$ cat config.mk
export PLATFORM = sky130hd
export DESIGN_NAME = bip_sequencer
export DESIGN_NICKNAME = d
export VERILOG_FILES = /design/src/rtl/bip_pkg.sv /design/src/rtl/bip_branch_eval.sv /design/src/rtl/bip_sequencer.sv
export SDC_FILE = /design/constraint.sdc
export NUM_CORES = 1
export LEC_CHECK = 0
export ABC_CLOCK_PERIOD_IN_PS = 4400
export BUFFER_PORTS_ARGS = -buffer_cell sky130_fd_sc_hd__clkbuf_2
export CAP_MARGIN = 20
export CORE_UTILIZATION = 45
export DETAILED_ROUTE_END_ITERATION = 6
export HOLD_SLACK_MARGIN = 0.1
export PLACE_DENSITY_LB_ADDON = 0.2
export SETUP_SLACK_MARGIN = 0.3
export SLEW_MARGIN = 40
export SYNTH_ARGS = -nofsm -noshare
export SYNTH_HDL_FRONTEND = slang
export SYNTH_SLANG_ARGS = --single-unit
$ cat constraint.sdc
create_clock -name clock_i -period 4.4 [get_ports clock_i]
set_input_delay 0.88 -clock clock_i [delete_from_list [all_inputs] [get_ports clock_i]]
set_output_delay 0.88 -clock clock_i [all_outputs]
set_load 0.1 [all_outputs]
$ cat src/rtl/bip_pkg.sv
// Shared definitions for the BIP control sequencer: state codes, opcode map,
// accumulator source encodings and memory-operation decode helpers.
package bip_pkg;

  typedef enum logic [1:0] {
    ST_IDLE  = 2'b00,
    ST_FETCH = 2'b01,
    ST_EXEC  = 2'b10,
    ST_MEM   = 2'b11
  } state_t;

  typedef enum logic [1:0] {
    SELA_MEM = 2'b00,
    SELA_IMM = 2'b01,
    SELA_ALU = 2'b10
  } sela_t;

  // Memory-phase operation, latched in EXEC so MEM no longer depends on Opcode_i
  typedef enum logic [1:0] {
    MOP_LD  = 2'b00,
    MOP_ADD = 2'b01,
    MOP_SUB = 2'b10,
    MOP_STO = 2'b11
  } mem_op_t;

  localparam logic [4:0] OP_HLT  = 5'b00000;
  localparam logic [4:0] OP_STO  = 5'b00001;
  localparam logic [4:0] OP_LD   = 5'b00010;
  localparam logic [4:0] OP_LDI  = 5'b00011;
  localparam logic [4:0] OP_ADD  = 5'b00100;
  localparam logic [4:0] OP_ADDI = 5'b00101;
  localparam logic [4:0] OP_SUB  = 5'b00110;
  localparam logic [4:0] OP_SUBI = 5'b00111;
  localparam logic [4:0] OP_BEQ  = 5'b01000;
  localparam logic [4:0] OP_BNE  = 5'b01001;
  localparam logic [4:0] OP_BGT  = 5'b01010;
  localparam logic [4:0] OP_BGE  = 5'b01011;
  localparam logic [4:0] OP_BLT  = 5'b01100;
  localparam logic [4:0] OP_BLE  = 5'b01101;
  localparam logic [4:0] OP_JMP  = 5'b01110;

  function automatic logic is_mem_op(input logic [4:0] op);
    return (op == OP_LD) || (op == OP_ADD) || (op == OP_SUB) || (op == OP_STO);
  endfunction

  function automatic mem_op_t mem_op_decode(input logic [4:0] op);
    mem_op_t m;
    case (op)
      OP_ADD:  m = MOP_ADD;
      OP_SUB:  m = MOP_SUB;
      OP_STO:  m = MOP_STO;
      default: m = MOP_LD;
    endcase
    return m;
  endfunction

endpackage

$ cat src/rtl/bip_branch_eval.sv
// Branch condition evaluation: decides whether a branch opcode is taken
// from the accumulator negative/zero flags. Non-branch opcodes are never taken.
module bip_branch_eval
  import bip_pkg::*;
(
  input  logic [4:0] opcode,
  input  logic       n,
  input  logic       z,
  output logic       taken
);

  always_comb begin
    taken = 1'b0;
    case (opcode)
      OP_BEQ:  taken = z;
      OP_BNE:  taken = ~z;
      OP_BGT:  taken = ~n & ~z;
      OP_BGE:  taken = ~n;
      OP_BLT:  taken = n;
      OP_BLE:  taken = n | z;
      OP_JMP:  taken = 1'b1;
      default: taken = 1'b0;
    endcase
  end

endmodule

$ cat src/rtl/bip_sequencer.sv
// BIP control sequencer: IDLE/FETCH/EXEC/MEM FSM with halt flag.
// Define BIP_STEP_EN to add step_i and single-instruction stepping.
module bip_sequencer
  import bip_pkg::*;
(
  input  logic       clock_i,
  input  logic       reset_i,
  input  logic       run_i,
`ifdef BIP_STEP_EN
  input  logic       step_i,
`endif
  input  logic [4:0] Opcode_i,
  input  logic       n_i,
  input  logic       z_i,
  input  logic       ack_i,
  output logic       Wrir_o,
  output logic       Branch_o,
  output logic       Wrpc_o,
  output logic [1:0] SelA_o,
  output logic       SelB_o,
  output logic       Op_o,
  output logic       Wracc_o,
  output logic       Wrram_o,
  output logic       Rdram_o,
  output logic       Halted_o,
  output logic [1:0] State_o
);

  state_t  state_q;
  logic    halted_q;
  mem_op_t mem_op_q;
  logic    taken;

`ifdef BIP_STEP_EN
  localparam state_t RETIRE_ST = ST_IDLE;
  logic started_q;
`else
  localparam state_t RETIRE_ST = ST_FETCH;
`endif

  bip_branch_eval u_branch_eval (
    .opcode (Opcode_i),
    .n      (n_i),
    .z      (z_i),
    .taken  (taken)
  );

  always_ff @(posedge clock_i or posedge reset_i) begin
    if (reset_i) begin
      state_q  <= ST_IDLE;
      halted_q <= 1'b0;
      mem_op_q <= MOP_LD;
`ifdef BIP_STEP_EN
      started_q <= 1'b0;
`endif
    end else begin
      unique case (state_q)
        ST_IDLE: begin
`ifdef BIP_STEP_EN
          // run_i only launches the first instruction; step_i launches the rest
          if ((!started_q && run_i) || (started_q && step_i)) begin
            state_q   <= ST_FETCH;
            started_q <= 1'b1;
          end
`else
          if (run_i) state_q <= ST_FETCH;
`endif
        end
        ST_FETCH: state_q <= ST_EXEC;
        ST_EXEC: begin
          // A halted sequencer stays parked in EXEC until reset
          if (!halted_q) begin
            if (Opcode_i == OP_HLT) begin
              halted_q <= 1'b1;
            end else if (is_mem_op(Opcode_i)) begin
              mem_op_q <= mem_op_decode(Opcode_i);
              state_q  <= ST_MEM;
            end else begin
              state_q <= RETIRE_ST;
            end
          end
        end
        ST_MEM: begin
          if (ack_i) state_q <= RETIRE_ST;
        end
      endcase
    end
  end

  // Strobes are Mealy outputs: EXEC decodes the live opcode and MEM completes
  // in the same cycle ack_i arrives.
  sela_t sel_a;
  logic  wrir, branch, wrpc, sel_b, alu_op, wracc, wrram, rdram;

  always_comb begin
    sel_a  = SELA_MEM;
    wrir   = 1'b0;
    branch = 1'b0;
    wrpc   = 1'b0;
    sel_b  = 1'b0;
    alu_op = 1'b0;
    wracc  = 1'b0;
    wrram  = 1'b0;
    rdram  = 1'b0;
    unique case (state_q)
      ST_IDLE:  ;
      ST_FETCH: wrir = 1'b1;
      ST_EXEC: begin
        if (!halted_q) begin
          case (Opcode_i)
            OP_HLT: ;
            OP_LDI: begin
              wracc = 1'b1;
              wrpc  = 1'b1;
              sel_a = SELA_IMM;
            end
            OP_ADDI, OP_SUBI: begin
              wracc  = 1'b1;
              wrpc   = 1'b1;
              sel_a  = SELA_ALU;
              sel_b  = 1'b1;
              alu_op = (Opcode_i == OP_SUBI);
            end
            OP_LD, OP_ADD, OP_SUB: rdram = 1'b1;
            OP_STO:                wrram = 1'b1;
            OP_BEQ, OP_BNE, OP_BGT, OP_BGE, OP_BLT, OP_BLE, OP_JMP: begin
              wrpc   = 1'b1;
              branch = taken;
            end
            default: wrpc = 1'b1;
          endcase
        end
      end
      ST_MEM: begin
        if (mem_op_q == MOP_STO) wrram = 1'b1;
        else                     rdram = 1'b1;
        if (ack_i) begin
          wrpc = 1'b1;
          case (mem_op_q)
            MOP_LD: begin
              wracc = 1'b1;
              sel_a = SELA_MEM;
            end
            MOP_ADD, MOP_SUB: begin
              wracc  = 1'b1;
              sel_a  = SELA_ALU;
              sel_b  = 1'b0;
              alu_op = (mem_op_q == MOP_SUB);
            end
            MOP_STO: ;
          endcase
        end
      end
    endcase
  end

  assign Wrir_o   = wrir;
  assign Branch_o = branch;
  assign Wrpc_o   = wrpc;
  assign SelA_o   = sel_a;
  assign SelB_o   = sel_b;
  assign Op_o     = alu_op;
  assign Wracc_o  = wracc;
  assign Wrram_o  = wrram;
  assign Rdram_o  = rdram;
  assign Halted_o = halted_q || ((state_q == ST_EXEC) && (Opcode_i == OP_HLT));
  assign State_o  = state_q;

endmodule

==> results.py <==
metrics = {
    "floorplan": {
        "die_x_um": 38.04,
        "core_mm2": 0.001156,
        "die_y_um": 38.04,
        "dieArea_mm2": 0.001447,
        "fp-row-count": 12,
        "ios": 24,
        "initial_core_util": 0.5054,
    },
    "timing": {
        "fmax_mhz": 308.4,
        "maxSlewHeadroom": 0.6378,
        "rsz0062_at_grt": "no",
        "fin_skew_ns": 0.001935,
        "period_share": 0.7369,
        "final_hold_viol_count": 0,
        "finalSetupViolCount": 0,
        "finalSetupTns_ns": 0,
        "hold_slack_ns": 0.5080,
        "max_slew.worst_pin.slew_ns": 0.5457,
        "layout_min_cycle_time_ns": 3.242,
        "slew_violations": 0,
    },
    "setup_path": {
        "cp_data_required_time_ns": 3.52,
        "endpoint_kind": "output pin",
        "path_max_fanout": 11,
        "reg2reg_depth": 6,
        "r2r_slack_ns": 2.77,
        "regToRegEndpoint": "mem_op_q[1]$_DFFE_PP0P_",
        "cp.arrival_ns": 2.36,
        "path_buf_inv": 2,
        "startpoint_type": "input port",
        "crit_family": "buffers and inverters",
        "cpPeakStageDelay_ns": 0.49,
        "crit_chain": "clkbuf_2, mux2_4, o21ai_2, o21ai_1, nor4b_2, clkbuf_2",
        "r2r_start": "State_o[0]$_DFFE_PP0P_",
        "critPathKind": "in -> out",
        "crit_path_frequent_cell": "clkbuf_2",
        "cp_slowest_cell": "clkbuf_2",
    },
    "global_routing": {
        "grt_antenna_before_repair": 0,
        "grt_pass1_vias": 566,
        "grt_pass1_wl_mm": 2.394,
        "grt_max_degree": 12,
        "grt_use_total": 0.2348,
        "grt_overflow_total": 0,
    },
    "power_and_ir_drop": {
        "ir_drop_uv": 605.3,
        "power_density_mw_per_mm2": 696.1,
        "comb_power_share": 0.735,
        "switching_share": 0.6662,
        "power_frac_seq": 0.160,
        "leakagePower_nw": 0.3674,
        "p_switching_mw": 0.3383,
        "p_int_mw": 0.1695,
        "p_clk_frac": 0.105,
    },
    "detailed_routing": {
        "firstDrtPassIters": 4,
        "via_per_inst": 5.563,
        "via_count": 573,
        "drc": 0,
        "routedWlPerCell_um": 13.31,
        "postRouteAntennaNets": 0,
        "drt_wl_total_mm": 1.371,
        "initialDrtViolationCount": 11,
    },
    "clock_network": {
        "cts_tree": "yes",
        "holdBufCountCts": 0,
        "cts_setup_buffers": 0,
        "path_clk_slew_ns": 0.04,
        "cts.htree.levels": 1,
        "cts_buffer_depth": 2,
        "numCtsBuffers": 3,
        "post_cts_resized": 0,
        "insertion_delay_ns": 0.24,
        "cts-root-buf": "clkbuf_4",
        "cts_sinks": 5,
    },
    "synthesis": {
        "yosysUniqueCellTypes": 35,
        "ys_warn_count": 0,
        "syn-cell-area_um2": 584.3,
        "yosysTopAreaCell": "dfrtp_1",
        "syn_inst": 64,
        "yosys.area_share.adder": 0.1499,
        "yosys.area_share.simple": 0.2869,
        "synth_xor_area_frac": 0.02998,
        "syn_area_per_cell_um2": 9.130,
        "syn-num-nets": 82,
        "ys_seq_elements": 5,
        "synth_top_area_frac": 0.2141,
        "synth_mux_area_frac": 0.05996,
        "synth_top_family_by_area": "simple AND/OR/NAND/NOR gates",
        "ys_seq_area_frac": 0.2141,
        "synth-compound-area-share": 0.1949,
        "synth.area.top_cells": "dfrtp_1 (21%), ha_1 (15%), nand2b_1 (5.4%)",
    },
    "layout": {
        "regArea_um2": 125.1,
        "final_util": 0.6310,
        "layout-drive-gt1-share": 0.3933,
        "instances_no_fill": 103,
        "multi_input_area_um2": 426.7,
        "final_cell_area_um2": 729.5,
        "area_growth_pct": 24.84,
        "nets": 108,
        "nFillCells": 106,
        "n_antenna_cell": 0,
    },
    "place": {
        "place_area_um2": 703.2,
        "place_inst": 99,
        "io_buffers": 23,
        "place_hpwl_mm": 1.120,
        "place_congestion": 0.7512,
    },
    "run_status": {
        "status": "completed",
    },
    "hold_path": {
        "worst_hold_path_type": "in -> async",
    },
    "flow_run": {
        "cap_violations": 0,
    },
}
[cells by family after synthesis]
group,after synthesis
AOI/OAI and AO/OA,16
DFF,5
xor gates and xnor gates,2
buffers and inverters,7
and+or+nand+nor,24
adders and majority gates,7
muxes,3
[per-stage QoR]
stage	power, mW	setup slack, ns
global placement	0.4481	1.216
CTS	0.5104	1.147
global route	0.5352	1.080
finish	0.5078	1.158
floorplan	0.3998	0.3198
detailed placement	0.4555	1.149
[synthesized netlist by cell type, drive strengths merged]
master	n
a221o	1
and3	1
ha	7
dfrtp	5
nand2	7
a21o	1
buf	2
nor4b	2
and2	1
nand3	1
o2111a	1
nor3b	2
xnor2	1
a41oi	1
o211ai	1
or2b	1
nand2b	5
a22o	1
o21ai	5
mux2	1
xor2	1
a21oi	2
mux2i	2
o22ai	2
inv	5
o21bai	1
nand4b	1
or3	1
nor2	2
[worst max-delay path by stage]
stage,from,end,depth (start not counted)
floorplan,State_o[1]$_DFFE_PP0P_,Rdram_o,4
global route,Opcode_i[2],Branch_o,6
finish,Opcode_i[2],Branch_o,6
global placement,Opcode_i[2],Branch_o,6
CTS,Opcode_i[2],Branch_o,6
detailed placement,Opcode_i[2],Branch_o,6
[power groups by stage]
stage / clock network (mW) / registers [mW] / logic [mW]
5_1_grt: 0.0596 / 0.0835 / 0.392
6_report: 0.0535 / 0.0811 / 0.373
3_3_place_gp: 0 / 0.0798 / 0.368
4_1_cts: 0.0549 / 0.0814 / 0.374
3_5_place_dp: 0 / 0.0821 / 0.373
2_1_floorplan: 0 / 0.135 / 0.265
[layer usage]
layer  track usage  routed length, um
met3       0.02326                 52
met1        0.2872                559
met4        0.1339                 17
met2        0.3941                742
met5             0                  0
[flip-flops by register name, summed over array words and instances (netlist names)]
signal	flops
halted_q	1
State_o	2
mem_op_q	2
[cells in the final DEF, fill, tap and decap left out, types with 2 or more instances in the layout]
cell type  synthesis  routed
clkbuf_2           0      23
nand2_1            7       7
ha_1               7       7
dfrtp_1            5       5
nand2b_1           5       5
inv_1              5       5
clkbuf_4           0       3
a21oi_1            2       2
mux2i_1            2       2
o21ai_0            3       2
o21ai_1            1       2
o22ai_1            2       2
nor3b_2            1       2
[cell type report]
cell class | count | share of cell area
multi-input combinational | 52 | 0.5849
sequential | 5 | 0.1715
clock buffer | 4 | 0.03602
inverter | 5 | 0.02573
tap | 14 | 0.02401
timing repair buffer | 23 | 0.1578
Power figures use the tool's default switching activity.
